**src/rtl/pcm_to_i2s_tx.sv**
```systemverilog
// pcm_to_i2s_tx: output stage of the beamformer.
// Stereo PCM pairs are accepted over a valid/ready handshake and scaled to
// OUT_BITS on entry. They are held in a small FIFO and sent out as standard
// I2S frames, one bit per clk: MSB first, with the data delayed one bit after
// each WS edge.
// Build option: define SATURATE_EN to clamp scaled samples to the OUT_BITS
// range. Without it the low OUT_BITS bits are kept (two's-complement wrap).
module pcm_to_i2s_tx #(
    parameter int IN_BITS    = 20,
    parameter int OUT_BITS   = 16,
    parameter int SLOT_BITS  = 16,
    parameter int GAIN_SHIFT = 2,
    parameter int FIFO_DEPTH = 4
) (
    input  logic                                 clk,
    input  logic                                 reset,
    input  logic                                 in_valid,
    output logic                                 in_ready,
    input  logic signed [IN_BITS-1:0]            in_left,
    input  logic signed [IN_BITS-1:0]            in_right,
    output logic                                 ws,
    output logic                                 sd,
    output logic                                 frame_start,
    output logic                                 underrun,
    input  logic                                 underrun_clr,
    output logic [$clog2(FIFO_DEPTH+1)-1:0]      fifo_level
);

    localparam int FRAME_BITS = 2 * SLOT_BITS;
    localparam int CNT_W      = $clog2(FRAME_BITS);
    localparam int PTR_W      = $clog2(FIFO_DEPTH);
    localparam int LVL_W      = $clog2(FIFO_DEPTH + 1);
    localparam int BIT_W      = $clog2(OUT_BITS);

    localparam logic [CNT_W-1:0] CNT_ZERO = {CNT_W{1'b0}};
    localparam logic [CNT_W-1:0] CNT_ONE  = CNT_W'(1);
    localparam logic [CNT_W-1:0] CNT_LAST = CNT_W'(FRAME_BITS - 1);
    localparam logic [CNT_W-1:0] CNT_SLOT = CNT_W'(SLOT_BITS);
    localparam logic [CNT_W-1:0] CNT_OUT  = CNT_W'(OUT_BITS);
    localparam logic [LVL_W-1:0] LVL_ZERO = {LVL_W{1'b0}};
    localparam logic [LVL_W-1:0] LVL_ONE  = LVL_W'(1);
    localparam logic [LVL_W-1:0] LVL_FULL = LVL_W'(FIFO_DEPTH);
    localparam logic [PTR_W-1:0] PTR_ZERO = {PTR_W{1'b0}};
    localparam logic [PTR_W-1:0] PTR_ONE  = PTR_W'(1);
    localparam logic [OUT_BITS-1:0] WORD_ZERO = {OUT_BITS{1'b0}};
    localparam logic [BIT_W-1:0] BIT_MSB  = BIT_W'(OUT_BITS - 1);

`ifdef SATURATE_EN
    localparam logic signed [IN_BITS-1:0] SAT_MAX = IN_BITS'((64'sd1 <<< (OUT_BITS - 1)) - 64'sd1);
    localparam logic signed [IN_BITS-1:0] SAT_MIN = ~SAT_MAX;
`endif

    // Gain shift (sign-preserving) followed by reduction to OUT_BITS.
    function automatic logic [OUT_BITS-1:0] scale_sample(input logic signed [IN_BITS-1:0] s);
`ifdef SATURATE_EN
        logic signed [IN_BITS-1:0] w;
        w = s >>> GAIN_SHIFT;
        if (w > SAT_MAX) begin
            scale_sample = SAT_MAX[OUT_BITS-1:0];
        end else if (w < SAT_MIN) begin
            scale_sample = SAT_MIN[OUT_BITS-1:0];
        end else begin
            scale_sample = w[OUT_BITS-1:0];
        end
`else
        scale_sample = OUT_BITS'(s >>> GAIN_SHIFT);
`endif
    endfunction

    logic [CNT_W-1:0]    bit_cnt_q, bit_cnt_d;
    logic [LVL_W-1:0]    level_q, level_d;
    logic [PTR_W-1:0]    wr_ptr_q, wr_ptr_d;
    logic [PTR_W-1:0]    rd_ptr_q, rd_ptr_d;
    logic [OUT_BITS-1:0] act_l_q, act_l_d;
    logic [OUT_BITS-1:0] act_r_q, act_r_d;
    logic                sd_q, sd_d;
    logic                und_q, und_d;
    logic [OUT_BITS-1:0] mem_l_q [FIFO_DEPTH];
    logic [OUT_BITS-1:0] mem_r_q [FIFO_DEPTH];

    logic                in_ready_s;
    logic                push_s;
    logic                pop_slot_s;
    logic                pop_s;
    logic                und_evt_s;
    logic [CNT_W-1:0]    pos_s;
    logic [OUT_BITS-1:0] word_s;
    logic [BIT_W-1:0]    idx_s;

    assign in_ready_s  = (level_q < LVL_FULL);
    assign in_ready    = in_ready_s;
    assign ws          = (bit_cnt_q >= CNT_SLOT);
    assign frame_start = (bit_cnt_q == CNT_ZERO);
    assign sd          = sd_q;
    assign underrun    = und_q;
    assign fifo_level  = level_q;

    // Handshake and frame-boundary events.
    always_comb begin
        push_s     = in_valid && in_ready_s;
        pop_slot_s = (bit_cnt_q == CNT_LAST);
        pop_s      = pop_slot_s && (level_q != LVL_ZERO);
        und_evt_s  = pop_slot_s && (level_q == LVL_ZERO);
    end

    // Next state for the counter, the FIFO bookkeeping, the active words and underrun.
    always_comb begin
        bit_cnt_d = bit_cnt_q;
        level_d   = level_q;
        wr_ptr_d  = wr_ptr_q;
        rd_ptr_d  = rd_ptr_q;
        act_l_d   = act_l_q;
        act_r_d   = act_r_q;
        und_d     = und_q;

        if (pop_slot_s) begin
            bit_cnt_d = CNT_ZERO;
        end else begin
            bit_cnt_d = bit_cnt_q + CNT_ONE;
        end

        if (push_s) begin
            wr_ptr_d = wr_ptr_q + PTR_ONE;
        end else begin
            wr_ptr_d = wr_ptr_q;
        end

        if (pop_s) begin
            rd_ptr_d = rd_ptr_q + PTR_ONE;
        end else begin
            rd_ptr_d = rd_ptr_q;
        end

        case ({push_s, pop_s})
            2'b10:   level_d = level_q + LVL_ONE;
            2'b01:   level_d = level_q - LVL_ONE;
            default: level_d = level_q;
        endcase

        // An empty FIFO at the frame boundary sends a silent frame; pushes
        // landing in that same cycle are stored, never bypassed.
        if (pop_s) begin
            act_l_d = mem_l_q[rd_ptr_q];
            act_r_d = mem_r_q[rd_ptr_q];
        end else if (pop_slot_s) begin
            act_l_d = WORD_ZERO;
            act_r_d = WORD_ZERO;
        end else begin
            act_l_d = act_l_q;
            act_r_d = act_r_q;
        end

        // A new underrun event takes priority over a clear in the same cycle.
        if (und_evt_s) begin
            und_d = 1'b1;
        end else if (underrun_clr) begin
            und_d = 1'b0;
        end else begin
            und_d = und_q;
        end
    end

    // Serializer bit select: the position within the slot picks the bit MSB first, padding past OUT_BITS.
    always_comb begin
        pos_s  = bit_cnt_q;
        word_s = act_l_q;
        idx_s  = BIT_MSB;
        sd_d   = 1'b0;
        if (bit_cnt_q >= CNT_SLOT) begin
            pos_s  = bit_cnt_q - CNT_SLOT;
            word_s = act_r_q;
        end else begin
            pos_s  = bit_cnt_q;
            word_s = act_l_q;
        end
        idx_s = BIT_MSB - pos_s[BIT_W-1:0];
        if (pos_s < CNT_OUT) begin
            sd_d = word_s[idx_s];
        end else begin
            sd_d = 1'b0;
        end
    end

    // Control and datapath registers with synchronous reset.
    always_ff @(posedge clk) begin
        if (reset) begin
            bit_cnt_q <= CNT_ZERO;
            level_q   <= LVL_ZERO;
            wr_ptr_q  <= PTR_ZERO;
            rd_ptr_q  <= PTR_ZERO;
            act_l_q   <= WORD_ZERO;
            act_r_q   <= WORD_ZERO;
            sd_q      <= 1'b0;
            und_q     <= 1'b0;
        end else begin
            bit_cnt_q <= bit_cnt_d;
            level_q   <= level_d;
            wr_ptr_q  <= wr_ptr_d;
            rd_ptr_q  <= rd_ptr_d;
            act_l_q   <= act_l_d;
            act_r_q   <= act_r_d;
            sd_q      <= sd_d;
            und_q     <= und_d;
        end
    end

    // FIFO storage; contents need no reset because the pointers define validity.
    always_ff @(posedge clk) begin
        if (push_s) begin
            mem_l_q[wr_ptr_q] <= scale_sample(in_left);
            mem_r_q[wr_ptr_q] <= scale_sample(in_right);
        end
    end

endmodule
```
**config.mk**
```make
export PLATFORM = sky130hd
export DESIGN_NAME = pcm_to_i2s_tx
export DESIGN_NICKNAME = d
export VERILOG_FILES = /design/src/rtl/pcm_to_i2s_tx.sv
export SDC_FILE = /design/constraint.sdc
export NUM_CORES = 1
export LEC_CHECK = 0
export BUFFER_PORTS_ARGS = -buffer_cell sky130_fd_sc_hd__buf_2
export CAP_MARGIN = 30
export CORE_ASPECT_RATIO = 0.8
export CORE_MARGIN = 5
export CORE_UTILIZATION = 35
export DETAILED_ROUTE_END_ITERATION = 16
export MAX_ROUTING_LAYER = met4
export PLACE_DENSITY_LB_ADDON = 0.12
export SLEW_MARGIN = 20
export SYNTH_ARGS = -nofsm -noshare
export SYNTH_HDL_FRONTEND = slang
export SYNTH_SLANG_ARGS = --single-unit
export TNS_END_PERCENT = 20
```
**constraint.sdc**
```tcl
create_clock -name clk -period 2.5 [get_ports clk]
set_clock_uncertainty 0.1 [all_clocks]
set_input_delay 0.125 -clock clk [delete_from_list [all_inputs] [get_ports clk]]
set_output_delay 0.125 -clock clk [all_outputs]
set_load 0.03 [all_outputs]
```
Word-level counts from Yosys, hierarchy flattened
Memory sizes are Yosys's and may differ from the RTL's. A register that Yosys moved wholly into a read port is not among the register bits.
Index checks and enable logic that the tools add are counted.
{ "totals": {"reg_bits": 46, "mem_bits_rw": 128, "output_inout_bits": 8, "memories": 2} }
{ "mem_list": {"columns": ["name", "depth", "word_bits", "read_ports", "rd_ports_with_merged_regs", "write_ports", "line_no", "source"], "rows": [
  ["mem_l_q", 4, 16, 1, 1, 1, "78", "logic [OUT_BITS-1:0] mem_l_q [FIFO_DEPTH];"],
  ["mem_r_q", 4, 16, 1, 1, 1, "79", "logic [OUT_BITS-1:0] mem_r_q [FIFO_DEPTH];"]
]} }
{ "classes": {"add_sub_neg": 7, "magnitude_cmp": 4, "eq_ne": 3, "n_mux": 16, "bitwise": 1, "n_reduce_logical": 11} }
{ "ops": {"columns": ["op", "n"], "rows": [
  ["16-bit two-way mux", 4],
  ["2-bit two-way mux", 4],
  ["3-bit one-hot mux with 2 select lines", 1],
  ["2-bit nonzero test", 3],
  ["5-bit by 1-bit adder with 5-bit output, second input constant", 1],
  ["5-bit equality test, second input constant", 1],
  ["5-bit >= comparator, second input constant", 1],
  ["5-bit zero test", 1],
  ["4-bit by 5-bit < comparator with 1-bit output, second input constant", 1],
  ["5-bit < comparator, second input constant", 1],
  ["1-bit two-way mux", 5],
  ["5-bit two-way mux", 1],
  ["5-bit subtractor, second input constant", 1],
  ["2-bit by 1-bit adder with 2-bit output, second input constant", 2],
  ["1-bit binary-select mux with 4-bit select", 1],
  ["2-bit OR reduction", 2],
  ["4-bit subtractor, first input constant", 1],
  ["3-bit by 1-bit adder with 3-bit output, second input constant", 1],
  ["1-bit logical AND", 3],
  ["3-bit zero test", 1],
  ["3-bit < comparator, second input constant", 1],
  ["3-bit nonzero test", 1],
  ["3-bit by 1-bit subtractor with 3-bit output, second input constant", 1],
  ["2-bit by 1-bit equality test with 1-bit output, second input constant", 1],
  ["2 further kinds", 2]
]} }

Depth between registers and ports, before layout
Gate-level depths: netlist (run 1).
{ "depth": {"ltp_word": 5, "mapped_depth": 10, "mapped_depth_nobuf": 10} }

Worst setup path after synthesis (run 1)
OpenSTA, ideal clock, no wires.
{ "synth_timing": {"path_kind": "reg2reg", "start": "register bit_cnt_q[0]", "end": "register level_q[2] (netlist: fifo_level[2])", "setup_time_ns": 0.071, "arrival_time_ns": 2.300, "path_slack_ns": 0.029, "path_stages_with_launch": 11, "period_less_slack_ns": 2.471, "cell_sequence": "dfxtp_1 ha_1 and3_1 ha_1 o31a_1 ha_1 inv_1 fa_1 xor2_1 or3_1 a21oi_1"} }
{ "synth_between": {"elab_chain_len": 4, "word_cells_on_any_way": 6, "classes_between": "eq/ne (3); mux (1); reduce/logical (2)"} }
{ "synth_lines": {"columns": ["item", "line_no", "source"], "rows": [
  ["start, declared", "70", "logic [CNT_W-1:0] bit_cnt_q, bit_cnt_d;"],
  ["start signal, assigned", "196", "bit_cnt_q <= bit_cnt_d;"],
  ["5-bit equality test (*)", "101", "pop_slot_s = (bit_cnt_q == CNT_LAST);"],
  ["1-bit logical AND (*)", "102", "pop_s = pop_slot_s && (level_q != LVL_ZERO);"],
  ["via pop_s", "84", "logic pop_s;"],
  ["2-bit by 1-bit equality test with 1-bit output / 2-bit equality test (equally long branches)", "134", "case ({push_s, pop_s})"],
  ["3-bit one-hot mux with 2 select lines / 2-bit nonzero test (equally long branches)", null, null],
  ["end signal, assigned", "197", "level_q <= level_d;"],
  ["end, declared", "71", "logic [LVL_W-1:0] level_q, level_d;"]
]} }
The timed path passes the listed nets; every way through them passes the cells marked *.
A chain may end at the register's enable or synchronous reset.

Worst setup path in the final report (run 1)
{ "layout_timing": {"start": "register bit_cnt_q[1]", "end": "register level_q[2] (netlist: fifo_level[2])"} }
The elaborated chain is that of the path after synthesis.

==> run summary, run 1 <==
In this run the standard cell core region covers around 19,000 um^2. The maximum clock insertion buffer count is 2. The total via count after detailed routing is roughly 3,400. After layout, the worst path uses 96.2% of the clock period. The total clock buffers created by CTS came out at 17.

The post-synthesis cell count came out at between 300 and 400. The first-pass detailed-route iteration total came out at 4. The register-to-register path setup slack came out at 0.09 ns.

The total routed wire length on the met1 layer is 6560 um. The clock latency reported for the late side of the worst-skew pair came out at 0.42 ns. Measured against its own limit, the worst slew margin works out to between 60% and 70%.

The min-delay analysis places its worst path in the category in2reg. The total congestion overflow is 0. The CTS root buffer is sky130_fd_sc_hd__clkbuf_16. The count of antenna diodes in the layout is 0. The global placer's final weighted congestion came out at between 0.7 and 0.8.

The number of nets in the finished design came out at a little under 500. After floorplanning, the core was divided into 45 placement rows. The master of the slowest instance on the critical path is sky130_fd_sc_hd__fa_1. The async set or reset register ratio after synthesis is 0%. The global routing usage summed across all routing layers came out at 13.1%. The die boundary height is between 100 and 150 um. In this design, the critical path's most frequently occurring cell is sky130_fd_sc_hd__ha_2.

The sequential cell area fraction in the yosys report came out at a little under three quarters. Clock-pin slew was measured on the worst setup and hold paths at 0.07 ns. In this run, synthesis inferred 128 flip-flops with an integrated enable. The number of failing hold endpoints at the final stage is 0.

The actual transition at the worst max-transition pin is between 0.4 and 0.5 ns. In the synthesized netlist the dominant register cell turns out to be sky130_fd_sc_hd__edfxtp_1. The peak per-stage delay on the critical path came out at around 0.36 ns.

After synthesis, the netlist uses 36 different library cells. For this configuration, the core starts out at a cell density of a little over a third. The die area came out at ~22,000 um^2. Once detail routing completed, the nets flagged for antenna violations numbered 0.

The worst path needs between 2 and 2.5 ns of the cycle, external delays included. Leaving out fill and tap cells, the most frequent cell in the layout is sky130_fd_sc_hd__edfxtp_1. The worst path required time came out at around 2.8 ns. In this run the top signal layer used is met4. The DRC violations left came out at 0. In the layout the commonest cells are 128 x sky130_fd_sc_hd__edfxtp_1, 46 x sky130_fd_sc_hd__dfxtp_1, 43 x sky130_fd_sc_hd__buf_2.

Setup repair after global routing could not meet its margin everywhere. The cell count after placement came out at 640. The final max-slew violation count is 0. The amount of wire on met2 after detailed routing came out at around 6200 um. The met3 wirelength from detailed routing came out at 453 um. The clock sink total is between 150 and 200.

The maximum achievable frequency is between 0.4 and 0.5 GHz. Dividing total power by cell area gives a power density of 737 nW/um^2. The via density per instance is ~4.8. Summing every instance area after synthesis gives 6740 um^2. The routed wire length came out at about 13,000 um. The H-tree generated during clock tree synthesis spans 4 levels.

The number of synthesized register bits is 176. The average cell area after synthesis came out at slightly below 20 um^2. The total setup violations reported at the end of the flow is 0. The run finished with clean final reports. Along the worst path, the maximum fanout reaches 2. The global-route wire length before repair came out at roughly 21,000 um. The number of cells in the finished layout apart from fillers is 710. During placement, the flow inserted port buffers numbering 43. The hold slack is about 0.14 ns. The ratio of cells with drive above 1 in the final layout is roughly 24%. The count of buffer and inverter cells on the critical path came out at 1.

TritonCTS built the clock tree. The die outline width is between 150 and 200 um. The number of antenna violations at the first check in global routing came to 0. The worst setup path is launched from a flop. The max-cap check violation count came out at 0. The initial detailed-routing violation count came out at roughly 240. Synthesis produced a netlist with a net count of 398. Relative to the synthesized area, the layout overhead comes to 22.2%. The maximum number of pins on one net before global-route repair is 33.

The yosys synthesis warning count came out at 0. The worst path arrival time is 2.66 ns. The routed wire length per instance is ~19 um. The leakage power came out at about 2.8 nW. The number of placed I/O pins is 52.

The worst setup path is of the reg2reg kind. Walking the worst path, the cells encountered are ha_2 > and3_1 > ha_2 > o31a_1 > ha_2 > inv_1 > fa_1 > xor2_1 > or3_1 > a21oi_2. The cell family contributing the most delay on the critical path is adder cells.

The highest ir drop seen on vdd is around 0.40 mV. STA classifies the critical path endpoint as a flop. The detailed placer's ending HPWL is ~7600 um. The worst setup slack after layout is ~0.095 ns. The worst setup timing slack at the placement stage came out at 0.111 ns. The number of global-route vias before repair came out at about 3,600.
per-stage QoR:
| stage | total power, mW | instance area [um^2] | setup TNS [ns] | utilization (%) |
|---|---|---|---|---|
| detailed placement | 3.63 | 7300 | 0 | 38.5 |
| global route | 6.31 | 8240 | -0.0265 | 43.4 |
| finish | 6.07 | 8240 | 0 | 43.4 |
| CTS | 6.15 | 8200 | 0 | 43.2 |
| floorplan | 3.49 | 6740 | 0 | - |
| global placement | 3.62 | 7300 | 0 | 38.5 |
synth_stat cells (all sizes together) (2+ instances only):
master,number,area (um^2)
clkbuf,10,37.5
mux2i,5,50.1
mux4,37,938
nor2b,3,26.3
ha,8,100
nor2,11,41.3
nand3,4,20.0
a31oi,2,12.5
a21oi,3,15.0
xnor2,3,26.3
edfxtp,128,3840
dfxtp,48,961
a22o,32,280
xor2,4,35.0
nor3,3,15.0
buf,11,120
nand2,4,15.0
and2,6,37.5
inv,9,33.8
area by class of cell:
type / instances / area (um^2)
fillers: 1717 / 10700
repair buffers: 95 / 756
multi-input cells: 140 / 1770
flip-flops and latches: 176 / 4810
clock buffers: 20 / 437
well taps: 258 / 323
clock inverters: 12 / 111
inverters: 9 / 33.8
timing repair:
item,4_1_cts,5_1_grt
gates resized for setup,0,6
endpoints found under the hold margin,136,0
setup buffers,0,2
hold buffers,35,0
endpoints found under the setup margin,0,1
where the power goes:
group | leakage, nW | switching (mW) | internal [mW]
Combinational | 1.02 | 0.187 | 0.147
Sequential | 1.56 | 0.0253 | 3.24
Clock | 0.249 | 1.09 | 1.38
cells by family after synthesis:
| family | count (synthesis) | share of synthesized area (%) |
|---|---|---|
| and+or+nand+nor | 35 | 2.73 |
| DFF | 176 | 71.3 |
| xor gates and xnor gates | 7 | 0.909 |
| AOI/OAI and AO/OA | 45 | 5.64 |
| muxes | 43 | 14.8 |
| buffers and inverters | 30 | 2.84 |
| adders and majority gates | 9 | 1.78 |
sequential cells by signal (all words and copies together), names as in the netlist, named ones only:
register / flops
act_l_q: 16
act_r_q: 16
bit_cnt_q: 5
fifo_level: 3
mem_l_q: 64
mem_r_q: 64
rd_ptr_q: 2
sd: 1
underrun: 1
wr_ptr_q: 2
final timing paths:
check	startpoint	to	depth (start not counted)
worst max-delay path	bit_cnt_q[1]	fifo_level[2]	10
worst min-delay path	in_valid	wr_ptr_q[0]	4
worst max register to register	bit_cnt_q[1]	fifo_level[2]	10
worst min register to register	act_l_q[0]	act_l_q[0]	1
per-layer routing:
metal,track usage [%],vias to the layer above
li1,-,1598
met1,18.0,1752
met2,19.1,49
met3,3.35,9
met4,4.16,0
met5,-,-
worst reg2reg max path, cell delays in order, from the launching register on:
cell                      delay, ns
sky130_fd_sc_hd__dfxtp_1       0.34
sky130_fd_sc_hd__ha_2          0.18
sky130_fd_sc_hd__and3_1        0.18
sky130_fd_sc_hd__ha_2          0.19
sky130_fd_sc_hd__o31a_1        0.17
sky130_fd_sc_hd__ha_2          0.19
sky130_fd_sc_hd__inv_1         0.05
sky130_fd_sc_hd__fa_1          0.36
sky130_fd_sc_hd__xor2_1        0.15
sky130_fd_sc_hd__or3_1         0.32
sky130_fd_sc_hd__a21oi_2       0.11
(Power assumes the default switching activity.)
==> run 2, diff against run 1 <==
ABC_CLOCK_PERIOD_IN_PS = 2500   (was not set)
CORE_UTILIZATION = 53   (was 35)
REMOVE_ABC_BUFFERS = 1   (was not set)
==> run 2 against run 1 <==
Effect of this change: critical path type unchanged; count of clock-buffer cells in the layout down 2; fmax up 0.91%; worst setup slack better by 0.022 ns; combinational power down 3%; power up 0.25%; sequential cell count unchanged; die area down 32%; sequential share of layout area up 0.90 points; critical path depth unchanged.
==> run summary, run 2 (synthesized netlist as in run 1, its figures left out) <==
After detailed routing, the number of remaining DRC violations is 0. By instance count, the cell type seen most on the critical path is sky130_fd_sc_hd__ha_2. Setup violations remaining at the end of the flow were counted as 0.

Traced cell by cell, the critical path runs through ha_2 > and3_1 > ha_2 > o31a_1 > ha_2 > inv_1 > fa_1 > xor2_1 > or3_1 > a21oi_1. The global-route wire length before repair is between 15,000 and 20,000 um. The number of placed instances, taps included, is approximately 550. The run finished with clean final reports. The routed wire length per instance is 19.3 um.

The total via count after detailed routing is 3,389. In the final layout, the share of cells above drive strength 1 is between 20% and 30%. The launching element type of the critical path is a flop. The endpoint identified for the worst register-to-register timing path is fifo_level[2].

The standard-cell row count came out at 36. The total congestion overflow is 0. The final max-slew violation count is 0. The worst setup path is captured at a flop. For this design the static power due to leakage is 2.84 nW. The core region is between 10,000 and 15,000 um^2. The die boundary height is around 110 um. The number of failing hold endpoints at the final stage is 0. The clock-pin transition on the worst setup and hold timing paths is 0.07 ns.

The highest ir drop seen on vdd came out at ~0.53 mV. The total clock buffers created by CTS is 17. The number of global-route vias before repair was around 3,500. Detailed placement ended at an HPWL of between 6000 and 7000 um. In this run, the clock network consumes 41.0% of the power. The switching part of the total is 21.5%. The first-pass detailed-route iteration total is 4. In the layout the commonest cells are 128 x sky130_fd_sc_hd__edfxtp_1, 45 x sky130_fd_sc_hd__dfxtp_1, 43 x sky130_fd_sc_hd__buf_2. The worst-case reg-to-reg path depth is 10. The min-delay analysis places its worst path in the category in2reg.

For this run, the slowest stage of the critical path takes ~0.36 ns. For this design the ratio of total power to cell area is ~750 nW/um^2. The congestion estimate from routability-driven global placement came to between 0.7 and 0.8. between 50 and 60 I/O pins were placed. The post-detailed-route count of antenna-violating nets came out at 0. Setup repair after global routing left no endpoint under its margin.

The internal power is ~4.8 mW. The library cell used most frequently in the layout, excluding fill and tap cells, is sky130_fd_sc_hd__edfxtp_1. The count of antenna diodes in the layout is 0. The starting density of the core came out at 54.8%. The final worst-path cycle share is 95.3%. The number of gates on the worst path with buffers counted is 10.

The category of cells accounting for the largest share of critical-path delay is adder cells. The relative area change from synthesis to final layout is 20.4%. The most critical setup path has its endpoint at fifo_level[2]. The combined area of the multi-input logic cells is approximately 1800 um^2. The worst path arrival time is roughly 2.6 ns.

The global routing usage summed across all routing layers is between 10% and 20%. The routed wire length is 12,000 um. TritonCTS built the clock tree. The die outline width came out at around 140 um. In this run the register-to-register setup slack is about 0.12 ns. The net count of the finished layout is ~490. Counting both buffers and inverters, the worst setup path holds a total of 1. Along the worst path, the maximum fanout reaches 2.

The number of input and output port buffers inserted came out at 43. Clock tree synthesis selected as its root buffer the cell sky130_fd_sc_hd__clkbuf_16. The actual transition at the worst max-transition pin is roughly 0.84 ns. The tool flagged a number of max-cap violations equal to 0.

The worst reg2reg path startpoint is bit_cnt_q[0]. The area occupied by registers came out at slightly below 5000 um^2. The sequential fraction of design power is between 50% and 60%. On the critical path, the stage with the largest delay is an instance of sky130_fd_sc_hd__fa_1. The kind of critical path is reg2reg. The setup TNS came out at 0 ns. The maximum number of pins on one net before global-route repair is 33. In this run the number of H-tree levels came out at 4.

The number of antenna violations at the first check in global routing is 0. Using the TritonRoute via totals, the vias-per-cell ratio works out to 5.47. The critical path starts at bit_cnt_q[0]. The switching power came out at around 1.3 mW. The clock latency reported for the late side of the worst-skew pair came out at 0.42 ns. The floorplan step defined a die boundary enclosing approximately 15,000 um^2. The final period demand of the worst path is around 2.4 ns. The part of the power in combinational logic is between 5 and 6%.

The first routing iteration left 220 violations. The clock sink total came out at about 180. The largest registers in the layout are mem_l_q: 64 flops, mem_r_q: 64 flops. The number of filler cells placed in the layout is a little under 900. The worst path required time is 2.76 ns.

The maximum clock insertion buffer count came out at 2. The number of cells in the finished layout apart from fillers came out at between 600 and 700. The headroom to the max-slew limit came out at a little over two fifths. The maximum achievable frequency is about 0.42 GHz.
[run 2: changes by cell type in the layout (fill, tap and decap cells not counted), moves of 2 or more]
cell,change
sky130_fd_sc_hd__buf_4,-2
sky130_fd_sc_hd__clkbuf_1,-2
sky130_fd_sc_hd__clkinvlp_4,-3
sky130_fd_sc_hd__clkinv_4,+3
[run 2: worst min path at each step]
stage                       from              to  slack [ns]  cells past startpoint
floorplan                  reset              sd        0.09                      1
global placement    in_right[12]  mem_r_q[3][10]        0.23                      1
detailed placement  in_right[13]  mem_r_q[2][11]        0.24                      1
CTS                     in_valid     wr_ptr_q[0]        0.14                      4
global route            in_valid     wr_ptr_q[1]        0.19                      4
finish                  in_valid     wr_ptr_q[0]        0.14                      4
[run 2: through the flow]
stage | cell area (um^2) | util, % | setup slack (ns) | power (mW) | hold slack [ns]
after CTS | 8100 | 65.9 | 0.0778 | 6.14 | 0.143
after floorplan | 6580 | - | -0.200 | 3.48 | 0.0912
after global routing | 8120 | 66.0 | 0.00517 | 6.31 | 0.191
final | 8120 | 66.0 | 0.116 | 6.09 | 0.143
after global placement | 7180 | 58.4 | 0.163 | 3.61 | 0.234
after detailed placement | 7180 | 58.4 | 0.0983 | 3.62 | 0.241
[run 2: what timing repair did]
action | 4_1_cts | 5_1_grt
hold endpoints to repair | 135 | 0
resized for setup | 0 | 5
hold buffers | 35 | 0
endpoints found under the setup margin | 0 | 1
setup buffers | 0 | 1
[run 2: power groups by stage]
stage	Sequential [mW]	Clock (mW)	Combinational (mW)
2_1_floorplan	3.34	0	0.135
6_report	3.27	2.49	0.323
4_1_cts	3.27	2.54	0.327
3_3_place_gp	3.33	0	0.280
5_1_grt	3.28	2.68	0.355
3_5_place_dp	3.34	0	0.285
[run 2: cell type report]
type | count | area share (%)
Multi-Input combinational cell | 139 | 21.6
Clock inverter | 14 | 1.68
Sequential cell | 176 | 59.2
Inverter | 9 | 0.416
Tap cell | 171 | 2.64
Clock buffer | 18 | 5.29
Timing Repair Buffer | 93 | 9.12
[run 2: worst register-to-register path: cells and delay by family, from the launching register on]
family,cells,cell delay (ns)
AO/OA/AOI/OAI,2,0.31
XOR/XNOR,1,0.16
adder cells (fa/ha/maj),4,0.92
buffers and inverters,1,0.05
flip-flops,1,0.33
AND/OR/NAND/NOR,2,0.47
[run 2: per-layer routing]
layer | vias to the layer above | global-route usage, % | part of all wire, %
met3 | 14 | 5.08 | 4.3
li1 | 1588 | - | -
met4 | 0 | 5.31 | 1.4
met5 | - | - | 0
met1 | 1712 | 24.3 | 47
met2 | 75 | 26.1 | 47
